--- config.mk ---
export PLATFORM = sky130hd
export DESIGN_NAME = vector_memory_port
export DESIGN_NICKNAME = d
export VERILOG_FILES = /design/src/rtl/vector_memory_port.sv
export SDC_FILE = /design/constraint.sdc
export NUM_CORES = 1
export LEC_CHECK = 0
export CORE_UTILIZATION = 44
export CTS_CLUSTER_DIAMETER = 150
export DETAILED_ROUTE_END_ITERATION = 6
export PLACE_DENSITY_LB_ADDON = 0.08
export SLEW_MARGIN = 10
export SYNTH_ARGS = -nofsm -noshare
export SYNTH_HDL_FRONTEND = slang
export SYNTH_SLANG_ARGS = --single-unit
--- constraint.sdc ---
create_clock -name clk -period 3.1 [get_ports clk]
set_input_delay 0.62 -clock clk [delete_from_list [all_inputs] [get_ports clk]]
set_output_delay 0.62 -clock clk [all_outputs]
set_load 0.05 [all_outputs]
--- src/rtl/vector_memory_port.sv ---
// Memory-stage vector access sequencer: splits a 128-bit vector load/store
// into eight 16-bit data-memory accesses while stalling the pipeline.
module vector_memory_port (
  input  logic         clk,
  input  logic         reset,
  input  logic         vector_store_memory,
  input  logic         vector_load_memory,
  input  logic [7:0]   vector_address_data_memory,
  input  logic [127:0] vector_data_memory,
  input  logic [15:0]  mem_read_data,
  output logic [7:0]   mem_address,
  output logic [15:0]  mem_write_data,
  output logic         mem_write_enable,
  output logic         mem_read_enable,
  output logic         stall_pipeline,
  output logic [127:0] vector_load_data,
  output logic         vector_load_valid
);

  localparam logic [1:0] S_IDLE       = 2'd0;
  localparam logic [1:0] S_STORE      = 2'd1;
  localparam logic [1:0] S_LOAD       = 2'd2;
  localparam logic [1:0] S_LOAD_DRAIN = 2'd3;

  logic [1:0]   r_state;
  logic [2:0]   r_lane;
  logic [7:0]   r_base;
  logic [127:0] r_buf;
  logic [127:0] r_load;
  logic         r_valid;

  logic [7:0]   w_addr;
  logic [2:0]   w_prev_lane;

  assign w_addr      = r_base + {5'b0, r_lane};
  assign w_prev_lane = r_lane - 3'd1;

  always_ff @(posedge clk) begin
    if (reset) begin
      r_state <= S_IDLE;
      r_lane  <= '0;
      r_base  <= '0;
      r_buf   <= '0;
      r_load  <= '0;
      r_valid <= 1'b0;
    end else begin
      r_valid <= 1'b0;
      case (r_state)
        S_IDLE: begin
          // Store has priority when both strobes are presented.
          if (vector_store_memory) begin
            r_base  <= vector_address_data_memory;
            r_buf   <= vector_data_memory;
            r_lane  <= '0;
            r_state <= S_STORE;
          end else if (vector_load_memory) begin
            r_base  <= vector_address_data_memory;
            r_lane  <= '0;
            r_state <= S_LOAD;
          end
        end
        S_STORE: begin
          r_lane <= r_lane + 3'd1;
          if (r_lane == 3'd7) r_state <= S_IDLE;
        end
        S_LOAD: begin
          // Read data trails the issued address by one cycle.
          if (r_lane != 3'd0) r_load[{w_prev_lane, 4'b0} +: 16] <= mem_read_data;
          r_lane <= r_lane + 3'd1;
          if (r_lane == 3'd7) r_state <= S_LOAD_DRAIN;
        end
        default: begin
          r_load[127:112] <= mem_read_data;
          r_valid         <= 1'b1;
          r_state         <= S_IDLE;
        end
      endcase
    end
  end

  always_comb begin
    mem_address      = '0;
    mem_write_data   = '0;
    mem_write_enable = 1'b0;
    mem_read_enable  = 1'b0;
    stall_pipeline   = 1'b0;
    case (r_state)
      S_IDLE: stall_pipeline = vector_store_memory | vector_load_memory;
      S_STORE: begin
        mem_address      = w_addr;
        mem_write_data   = r_buf[{r_lane, 4'b0} +: 16];
        mem_write_enable = 1'b1;
        stall_pipeline   = (r_lane != 3'd7);
      end
      S_LOAD: begin
        mem_address     = w_addr;
        mem_read_enable = 1'b1;
        stall_pipeline  = 1'b1;
      end
      default: ;
    endcase
  end

  assign vector_load_data  = r_load;
  assign vector_load_valid = r_valid;

endmodule

* Yosys cells after proc, flatten, opt, wreduce, memory -nomap -nowiden
Cells that the tools add are included.
Widths: inputs -> output; s select.
** Word-level totals
- Output and inout bits :: 156
- Flip-flop bits (word level) :: 270
- Bits of input ports :: 156
** Cells by class
- Bitwise gates (word level) :: 2
- Mux-type cells :: 19
- Reduce and logical (&&, ||, !) cells :: 13
- $add $sub $neg :: 4
- Shift-type cells :: 3
- Eq/ne operators :: 8
** Operators with widths (number)
- $bwmux 128 :: 1
- $mux 128 :: 1
- $shift 16x9->128 const A :: 1
- $shiftx 128x8->16 :: 1
- $shiftx 16x9->128 :: 1
- $pmux 16 s2 :: 1
- $mux 8 :: 3
- $mux 16 :: 1
- $reduce_and 2->1 :: 5
- $neg 7->9 :: 1
- $add 8x3->8 :: 1
- $mux 2 :: 4
- $mux 3 :: 2
- $ne 2x2->1 const B :: 3
- $ne 3x3->1 const B :: 2
- $pmux 2 s3 :: 1
- $pmux 3 s2 :: 1
- $reduce_bool 2->1 :: 2
- $reduce_or 2->1 :: 2
- $add 3x1->3 const B :: 1
- $eq 3x3->1 const B :: 1
- $mux 1 :: 3
- $pmux 1 s3 :: 1
- $reduce_and 3->1 :: 1
- other kinds (8) :: 8

* Logic depth before layout (Yosys ltp)
Gate-level depths: netlist (run 1).
- Depth in word-level cells :: 6
- Mapped depth :: 14
- Gate-level depth less buffers :: 9

* Worst setup path before layout (run 1)
OpenSTA, ideal clock, no wires.
- Kind :: reg2reg
- From :: register r_lane[1]
- To :: register r_load[117] (netlist: vector_load_data[117])
- Required time :: 3028 ps
- Setup slack :: -254 ps
- Data arrival time :: 3282 ps
- Clock period less this slack :: 3354 ps
- Path buffers :: 4
- Cell stages (with the launch flop) :: 14
- Cells stage by stage :: dfxtp_1 -> buf_2 -> buf_2 -> buf_1 -> inv_1 -> ha_1 -> xor2_4 -> inv_2 -> ha_1 -> inv_1 -> nand4_1 -> o32ai_2 -> buf_4 -> mux2i_1
** On the way
- Cells in the longest elaborated chain, start to end :: 6
- Elaborated cells between the ends (all ways) :: 10
** RTL lines
- start: declaration :: line 26 : logic [2:0] r_lane;
- start signal: assignment :: line 63 : r_lane <= r_lane + 3'd1;
- start signal: assignment :: line 69 : r_lane <= r_lane + 3'd1;
- $sub 3x1->3 :: line 36 : assign w_prev_lane = r_lane - 3'd1;
- $neg 7->9 :: line 68 : if (r_lane != 3'd0) r_load[{w_prev_lane, 4'b0} +: 16] <= mem_read_data;
- $shiftx 16x9->128 or $shift 16x9->128 (tied branches) :: line 68
- $bwmux 128 :: line 68
- $mux 128 :: line 68
- $pmux 16 s2 :: line 48 : case (r_state)
- end signal: indexed assignment :: line 68
- end signal: assignment :: line 73 : r_load[127:112] <= mem_read_data;
- end: declaration :: line 29 : logic [127:0] r_load;
Parallel ways exist; a longest one is shown, timed or not. The select of a mux whose other input is x is not followed.
A chain may end at the register's enable or synchronous reset.

* Worst setup path in the final report (run 1)
- From :: register r_lane[1]
- To :: output mem_address[5]
** On the way
- Cells in the longest elaborated chain, start to end :: 2
** RTL lines
- $add 8x3->8 :: line 35 : assign w_addr = r_base + {5'b0, r_lane};
- $mux 8 :: line 87 : case (r_state)
- end: declaration :: line 11 : output logic [7:0] mem_address,
No other way between the ends.

==> results of run 1 <==
-- report_power, final --
group,total (W),switching [W],internal [W]
Sequential,0.00415,0.000246,0.00390
Combinational,0.00362,0.00223,0.00139
Clock,0.00352,0.00138,0.00215
Total,0.0113,0.00386,0.00744
-- final cells by class --
| cell class | instances | share of cell area |
|---|---|---|
| Clock buffer | 42 | 0.05433 |
| Sequential cell | 270 | 0.3439 |
| Multi-Input combinational cell | 906 | 0.3464 |
| Tap cell | 330 | 0.02625 |
| Timing Repair Buffer | 339 | 0.2191 |
| Clock inverter | 9 | 0.007954 |
| Inverter | 9 | 0.002148 |
-- metrics by stage --
stage                     utilization  instance area (sq um)  total power, W
after global placement         0.5854                  14740        0.007828
after CTS                      0.6244                  15720         0.01139
after floorplan                     -                  11280        0.006571
after detailed placement       0.5854                  14740        0.007869
after global routing           0.6247                  15730         0.01183
final                          0.6247                  15730         0.01130
-- how the worst min path moves through the flow --
stage,from,endpoint,slack [ns]
2_1_floorplan,r_buf[103]$_SDFFE_PP0P_,r_buf[103]$_SDFFE_PP0P_,0.43
3_3_place_gp,vector_load_data[51]$_SDFFE_PP0P_,vector_load_data[51]$_SDFFE_PP0P_,0.44
3_5_place_dp,vector_load_data[51]$_SDFFE_PP0P_,vector_load_data[51]$_SDFFE_PP0P_,0.44
4_1_cts,vector_load_data[51]$_SDFFE_PP0P_,vector_load_data[51]$_SDFFE_PP0P_,0.45
5_1_grt,r_buf[82]$_SDFFE_PP0P_,r_buf[82]$_SDFFE_PP0P_,0.47
6_report,vector_load_data[51]$_SDFFE_PP0P_,vector_load_data[51]$_SDFFE_PP0P_,0.45
-- per-layer routing --
layer	global-route usage	part of all wire	vias to the layer above
li1	-	-	4880
met1	0.3002	0.41	4641
met2	0.4428	0.50	316
met3	0.05516	0.072	36
met4	0.06818	0.022	4
met5	0	0.00069	-
-- state kept, by name (all words and copies together), names as in the netlist --
register / cells
r_buf: 128
r_base: 8
vector_load_valid: 1
r_state: 2
r_lane: 3
vector_load_data: 128
-- kinds of logic (layout without fill, tap and decap cells) --
| kind of cell | after synthesis | after routing | synth area share |
|---|---|---|---|
| AOI/OAI and AO/OA | 237 | 237 | 0.1129 |
| xor gates and xnor gates | 4 | 4 | 0.004776 |
| adders and majority gates | 16 | 16 | 0.01844 |
| buffers and inverters | 109 | 399 | 0.04143 |
| DFF | 270 | 270 | 0.4798 |
| muxes | 136 | 136 | 0.1564 |
| and+or+nand+nor | 513 | 513 | 0.1863 |
-- cell usage after synthesis, drive strengths merged --
cell and n:
o2111a 1, mux4 32, a21o 2, a221oi 1, o2bb2ai 1, and3 2, ha 15, nor3 4
fa 1, nand3 54, nand2b 1, nor2b 19, clkbuf 70, o2111ai 1, nand2 407, xnor2 2
or3 3, mux2i 104, o32ai 1, a21oi 168, a311oi 1, nand4 2, dfxtp 270, inv 9
buf 30, o21ai 53, o211ai 2, nor2 16, a2111oi 1, a211oi 1, and2 5, xor2 2
a41o 1, a21boi 3
-- worst max-delay path, delay by kind of cell (launching register included) --
family	cells	cell delay, ns
AO/OA/AOI/OAI	4	1.00
adder cells (fa/ha/maj)	1	0.30
buffers and inverters	1	0.19
flip-flops	1	0.36
==> metrics.md, run 1 <==
| Metric | Value |
|---|---|
| Status | completed |
| PostCTS Resize Cnt | 1 |
| Root Buffer | clkbuf_16 |
| Pin count of the biggest net entering global routing | 130 |
| Clock buffer count from CTS | 29 |
| Sequential share of the synthesized area | 0.4798 |
| Worst hold path class | reg2reg |
| Leak | 5.542 nW |
| Initial antenna violation count | 2 |
| FF-to-FF End | vector_load_data[13]$_SDFFE_PP0P_ |
| 1st-iter DRT viols | 694 |
| H-tree depth | 1 |
| Nets | 1727 |
| DP Cell Count | 1854 |
| FF-to-FF path depth | 9 |
| GR Util All Layers | 0.2488 |
| Yosys reg bits | 270 |
| Hold slack | 0.4503 ns |
| WS Path Type | reg2out |
| Crit path launch type | flip-flop |
| Crit-path max FO | 6 |
| Pre-CTS setup slack | 0.4242 ns |
| Vias | 9877 |
| Final RePlAce weighted congestion | 0.8202 |
| Max frequency | 333.9 MHz |
| Sink Count | 270 |
| Worst path required time | 2.48 ns |
| Clock latency on the worst-skew pair | 0.53 ns |
| Final hold violation count | 0 |
| Post-synth net total | 1457 |
| Via-to-Cell Ratio | 5.185 |
| # IOs | 312 |
| Antenna Nets Post-Route | 0 |
| Row count | 58 |
| Worst setup EP type | output pin |
| Final setup viols | 0 |
| Routed WL | 33550 um |
| Clock Path Buffers | 3 |
| Sum Neg Setup Slack | 0 ns |
| Max incr delay on CP | 0.37 ns |
| CTS tree | done |
| Post-DP HPWL | 23720 um |
| Vias in the first global route | 9537 |
| Worst slew pin tran | 1.171 ns |
| Layout fillers | 2203 |
| Avg Inst Size Synth | 8.767 sq um |
| PortBufs | 311 |
| Core Region | 0.02518 sq mm |
| Reg2reg setup slack | 0.38 ns |
| Relative slew slack | 0.2196 |
| CP endpoint | mem_address[5] |
| Crit share post-route | 0.9662 |
| Number of post-CTS setup repair buffers | 0 |
| Commonest non-fill, non-tap cells in the layout | nand2_1, clkdlybuf4s50_1, dfxtp_1 |
| Diodes inserted | 0 |
| Die X-Extent | 162.0 um |
| Fin. max-slew vios | 0 |
| Crit path from | r_lane[1]$_SDFFE_PP0P_ |
| Die area | 0.02625 sq mm |
| Pwr per Cell Area | 718.1 mW/mm^2 |
| Overflow left after global routing | 0 |
| R2r startpoint | r_lane[1]$_SDFFE_PP0P_ |
| Worst setup margin | 0.1047 ns |
| Syn Inst Count | 1285 |
| Worst-path clk slew | 0.06 ns |
| Yosys warnings | 0 |
| Die extent in y | 162.0 um |
| Non-filler instance count after layout | 1905 |
| P&R area growth vs syn | 39.63% |
| Largest area contributor in the netlist | dfxtp_1 |
| Starting Density | 0.4474 |
| Slowest CP cell | a21boi_0 |
| Most common cell after layout, fill and taps aside | nand2_1 |
| Worst-path cell chain | ha_1 > a21o_1 > a21oi_1 > o21ai_0 > a21boi_0 > buf_12 |
| Initial DRT Pass Iterations | 6 |
| Yosys cell types | 42 |
| Footprint of the multi-input gates | 0.005449 sq mm |
| Tmin final | 2.995 ns |
| Worst Hold Path Cells | 2 |
| RSZ-0062 raised after global routing | false |
| Max Cap Violations | 0 |
| Post-synth top area share | 0.4798 |
| Post-Syn Area | 0.01127 sq mm |
| Arrival @ worst endpoint | 2.38 ns |
| Layout cell share with drive strength beyond 1 | 0.09460 |
| Max VDD drop | 376.1 uV |
| Drt wl/cell | 17.61 um |
| First-pass GRT wire length | 51620 um |
| Register area | 0.005409 sq mm |
| DRC Markers | 0 |
| Hold buffer count at CTS | 0 |
| Clock Skew | 0.008488 ns |
| Area contributors post-synth | dfxtp_1, nand2_1, mux2i_1 |
(Power assumes the default switching activity.)
==> run 2, diff against run 1 <==
--- a/config.mk
+++ b/config.mk
@@ -8,7 +8,7 @@
 export CORE_UTILIZATION = 44
 export CTS_CLUSTER_DIAMETER = 150
 export DETAILED_ROUTE_END_ITERATION = 6
-export PLACE_DENSITY_LB_ADDON = 0.08
+export PLACE_DENSITY = 0.8
 export SLEW_MARGIN = 10
 export SYNTH_ARGS = -nofsm -noshare
 export SYNTH_HDL_FRONTEND = slang
==> metrics.md, run 2 (synthesis results as in run 1) <==
| Metric | Value |
|---|---|
| Overflow left after global routing | 0 |
| Reg2reg setup slack | 0.29 ns |
| Starting Density | 0.4474 |
| Sw frac | 0.3439 |
| Hold path endpoint | r_buf[97]$_SDFFE_PP0P_ |
| Clock share of power | 0.317 |
| Delay-heaviest family, CP | adder cells |
| Worst Hold Path Cells | 2 |
| Sum Neg Setup Slack | 0 ns |
| Sink Count | 270 |
| Arrival @ worst endpoint | 2.36 ns |
| Worst Hold Launch | r_buf[97]$_SDFFE_PP0P_ |
| Tmin final | 2.981 ns |
| Hold buffer count at CTS | 0 |
| Non-filler instance count after layout | 1901 |
| Max Cap Violations | 0 |
| Die X-Extent | 162.0 um |
| Combinational share of power | 0.316 |
| Drt wl/cell | 18.54 um |
| 1st-iter DRT viols | 1086 |
| Clock buffer count from CTS | 29 |
| DP Cell Count | 1848 |
| RSZ-0062 raised after global routing | false |
| Max incr delay on CP | 0.42 ns |
| Top Metal Used | met5 |
| Number of post-CTS setup repair buffers | 0 |
| FF-to-FF End | vector_load_data[8]$_SDFFE_PP0P_ |
| M1 WL | 13710 um |
| Nets | 1721 |
| Max VDD drop | 440.2 uV |
| Final setup viols | 0 |
| Register area | 0.005409 sq mm |
| Pin count of the biggest net entering global routing | 135 |
| FF-to-FF path depth | 9 |
| Critical path's most frequent cell | nor2b_1 |
| Leak | 5.563 nW |
| Vias | 10260 |
| Max frequency | 335.5 MHz |
| Worst-path cell chain | ha_1 > fa_1 > a21oi_2 > nor2b_1 > xnor2_1 > nor2b_1 > buf_12 |
| First-pass GRT wire length | 54640 um |
| Crit-path max FO | 4 |
| Clock latency on the worst-skew pair | 0.54 ns |
| Commonest non-fill, non-tap cells in the layout | nand2_1, clkdlybuf4s50_1, dfxtp_1 |
| P&R area growth vs syn | 39.72% |
| Internal | 0.007474 W |
| Worst hold path class | reg2reg |
| Routed WL | 35240 um |
| Worst path buffer plus inverter count | 1 |
| Core Region | 0.02518 sq mm |
| Crit share post-route | 0.9615 |
| Final hold violation count | 0 |
| Antenna Nets Post-Route | 0 |
| WL met3 | 2762 um |
| Slowest CP cell | fa_1 |
| Met2 Wirelength | 17030 um |
| Relative slew slack | 0.3575 |
| Pwr per Cell Area | 723.8 mW/mm^2 |
| Die area | 0.02625 sq mm |
| Sw power | 0.003918 W |
| Row count | 58 |
| Total power | 0.01139 W |
| Initial DRT Pass Iterations | 5 |
| Fin. max-slew vios | 0 |
| Status | completed |
| Worst slew pin tran | 0.9638 ns |
| Via-to-Cell Ratio | 5.398 |
| # IOs | 312 |
| Worst-path clk slew | 0.06 ns |
| Layout cell share with drive strength beyond 1 | 0.09363 |
| Clock Skew | 0.007717 ns |
| H-tree depth | 1 |
| PortBufs | 311 |
| DRC Markers | 0 |
| Root Buffer | clkbuf_16 |
| Most common cell after layout, fill and taps aside | nand2_1 |
| Clock Path Buffers | 3 |
| Vias in the first global route | 10090 |
| Crit path launch type | flip-flop |
| Worst path required time | 2.48 ns |
| R2r startpoint | r_lane[0]$_SDFFE_PP0P_ |
| WS Path Type | reg2out |
| Initial antenna violation count | 4 |
| Footprint of the multi-input gates | 0.005458 sq mm |
| CTS tree | done |
| Sequential Power Share | 0.367 |
| Post-DP HPWL | 25020 um |
| GR Util All Layers | 0.2648 |
| Worst setup EP type | output pin |
| Die extent in y | 162.0 um |
| Final RePlAce weighted congestion | 0.8559 |
| Layout fillers | 2074 |
run 2: changes by cell type in the layout (fill, tap and decap cells not counted), sizes merged:
cell           change
buf                -6
clkbuf             +1
clkdlybuf4s50      -1
clkinv             +2
clkinvlp           -2
diode              +1
dlymetal6s2s       +1
run 2: cell type report:
class                      count  area share
clock inverter                 9    0.007631
inverter                       9    0.002146
timing repair buffer         333      0.2170
tap                          330     0.02623
antenna                        1   0.0001590
multi-input combinational    906      0.3467
clock buffer                  43     0.05644
sequential                   270      0.3436
run 2: layer usage:
layer | global-route usage | vias to the layer above
met5 | 0 | -
met4 | 0.1278 | 4
met3 | 0.05516 | 101
met2 | 0.4532 | 451
met1 | 0.3159 | 4843
li1 | - | 4862
run 2: per-stage QoR:
stage | instance area [sq um] | setup WS [ns] | hold WS, ns | utilization
2_1_floorplan | 11280 | 0.04694 | 0.4331 | -
3_3_place_gp | 14690 | 0.4162 | 0.4389 | 0.5833
3_5_place_dp | 14690 | 0.2925 | 0.4450 | 0.5833
4_1_cts | 15710 | 0.02321 | 0.4363 | 0.6238
5_1_grt | 15740 | 0.02213 | 0.4702 | 0.6250
6_report | 15740 | 0.1194 | 0.4521 | 0.6251
run 2: how the worst max path moves through the flow:
stage               slack (ns)                                  to                     from  cells past startpoint
floorplan                 0.05  vector_load_data[117]$_SDFFE_PP0P_   r_lane[1]$_SDFFE_PP0P_                     13
global placement          0.42    vector_load_data[1]$_SDFFE_PP0P_   r_lane[0]$_SDFFE_PP0P_                      7
detailed placement        0.29    vector_load_data[5]$_SDFFE_PP0P_   r_lane[0]$_SDFFE_PP0P_                      7
CTS                       0.02                      mem_address[0]  r_state[1]$_SDFFE_PP0P_                      4
global route              0.02                   mem_write_data[5]   r_lane[1]$_SDFFE_PP0P_                      5
finish                    0.12                      mem_address[4]   r_lane[0]$_SDFFE_PP0P_                      7
run 2: what timing repair did:
action	in CTS	in global routing
endpoints found under the setup margin	17	5
gates resized for setup	3	6
pin swaps	0	0
run 2: tightest hold or removal path: stages, from the launching register on:
cell     delay (ns)
dfxtp_1        0.31
nand2_1        0.05
a21oi_1        0.05
run 2: power by group through the flow:
| stage | Clock, W | Combinational, W | Sequential, W |
|---|---|---|---|
| global placement | 0 | 0.00354 | 0.00422 |
| CTS | 0.00365 | 0.00360 | 0.00417 |
| floorplan | 0 | 0.00215 | 0.00442 |
| finish | 0.00361 | 0.00361 | 0.00418 |
| global route | 0.00379 | 0.00387 | 0.00423 |
| detailed placement | 0 | 0.00358 | 0.00424 |
==> run 3, diff against run 2 <==
--- a/config.mk
+++ b/config.mk
@@ -6,7 +6,6 @@
 export NUM_CORES = 1
 export LEC_CHECK = 0
 export CORE_UTILIZATION = 44
-export CTS_CLUSTER_DIAMETER = 150
 export DETAILED_ROUTE_END_ITERATION = 6
 export PLACE_DENSITY = 0.8
 export SLEW_MARGIN = 10
==> results of run 3 <==
The final DEF is identical to that of run 2; final timing and power are the same.
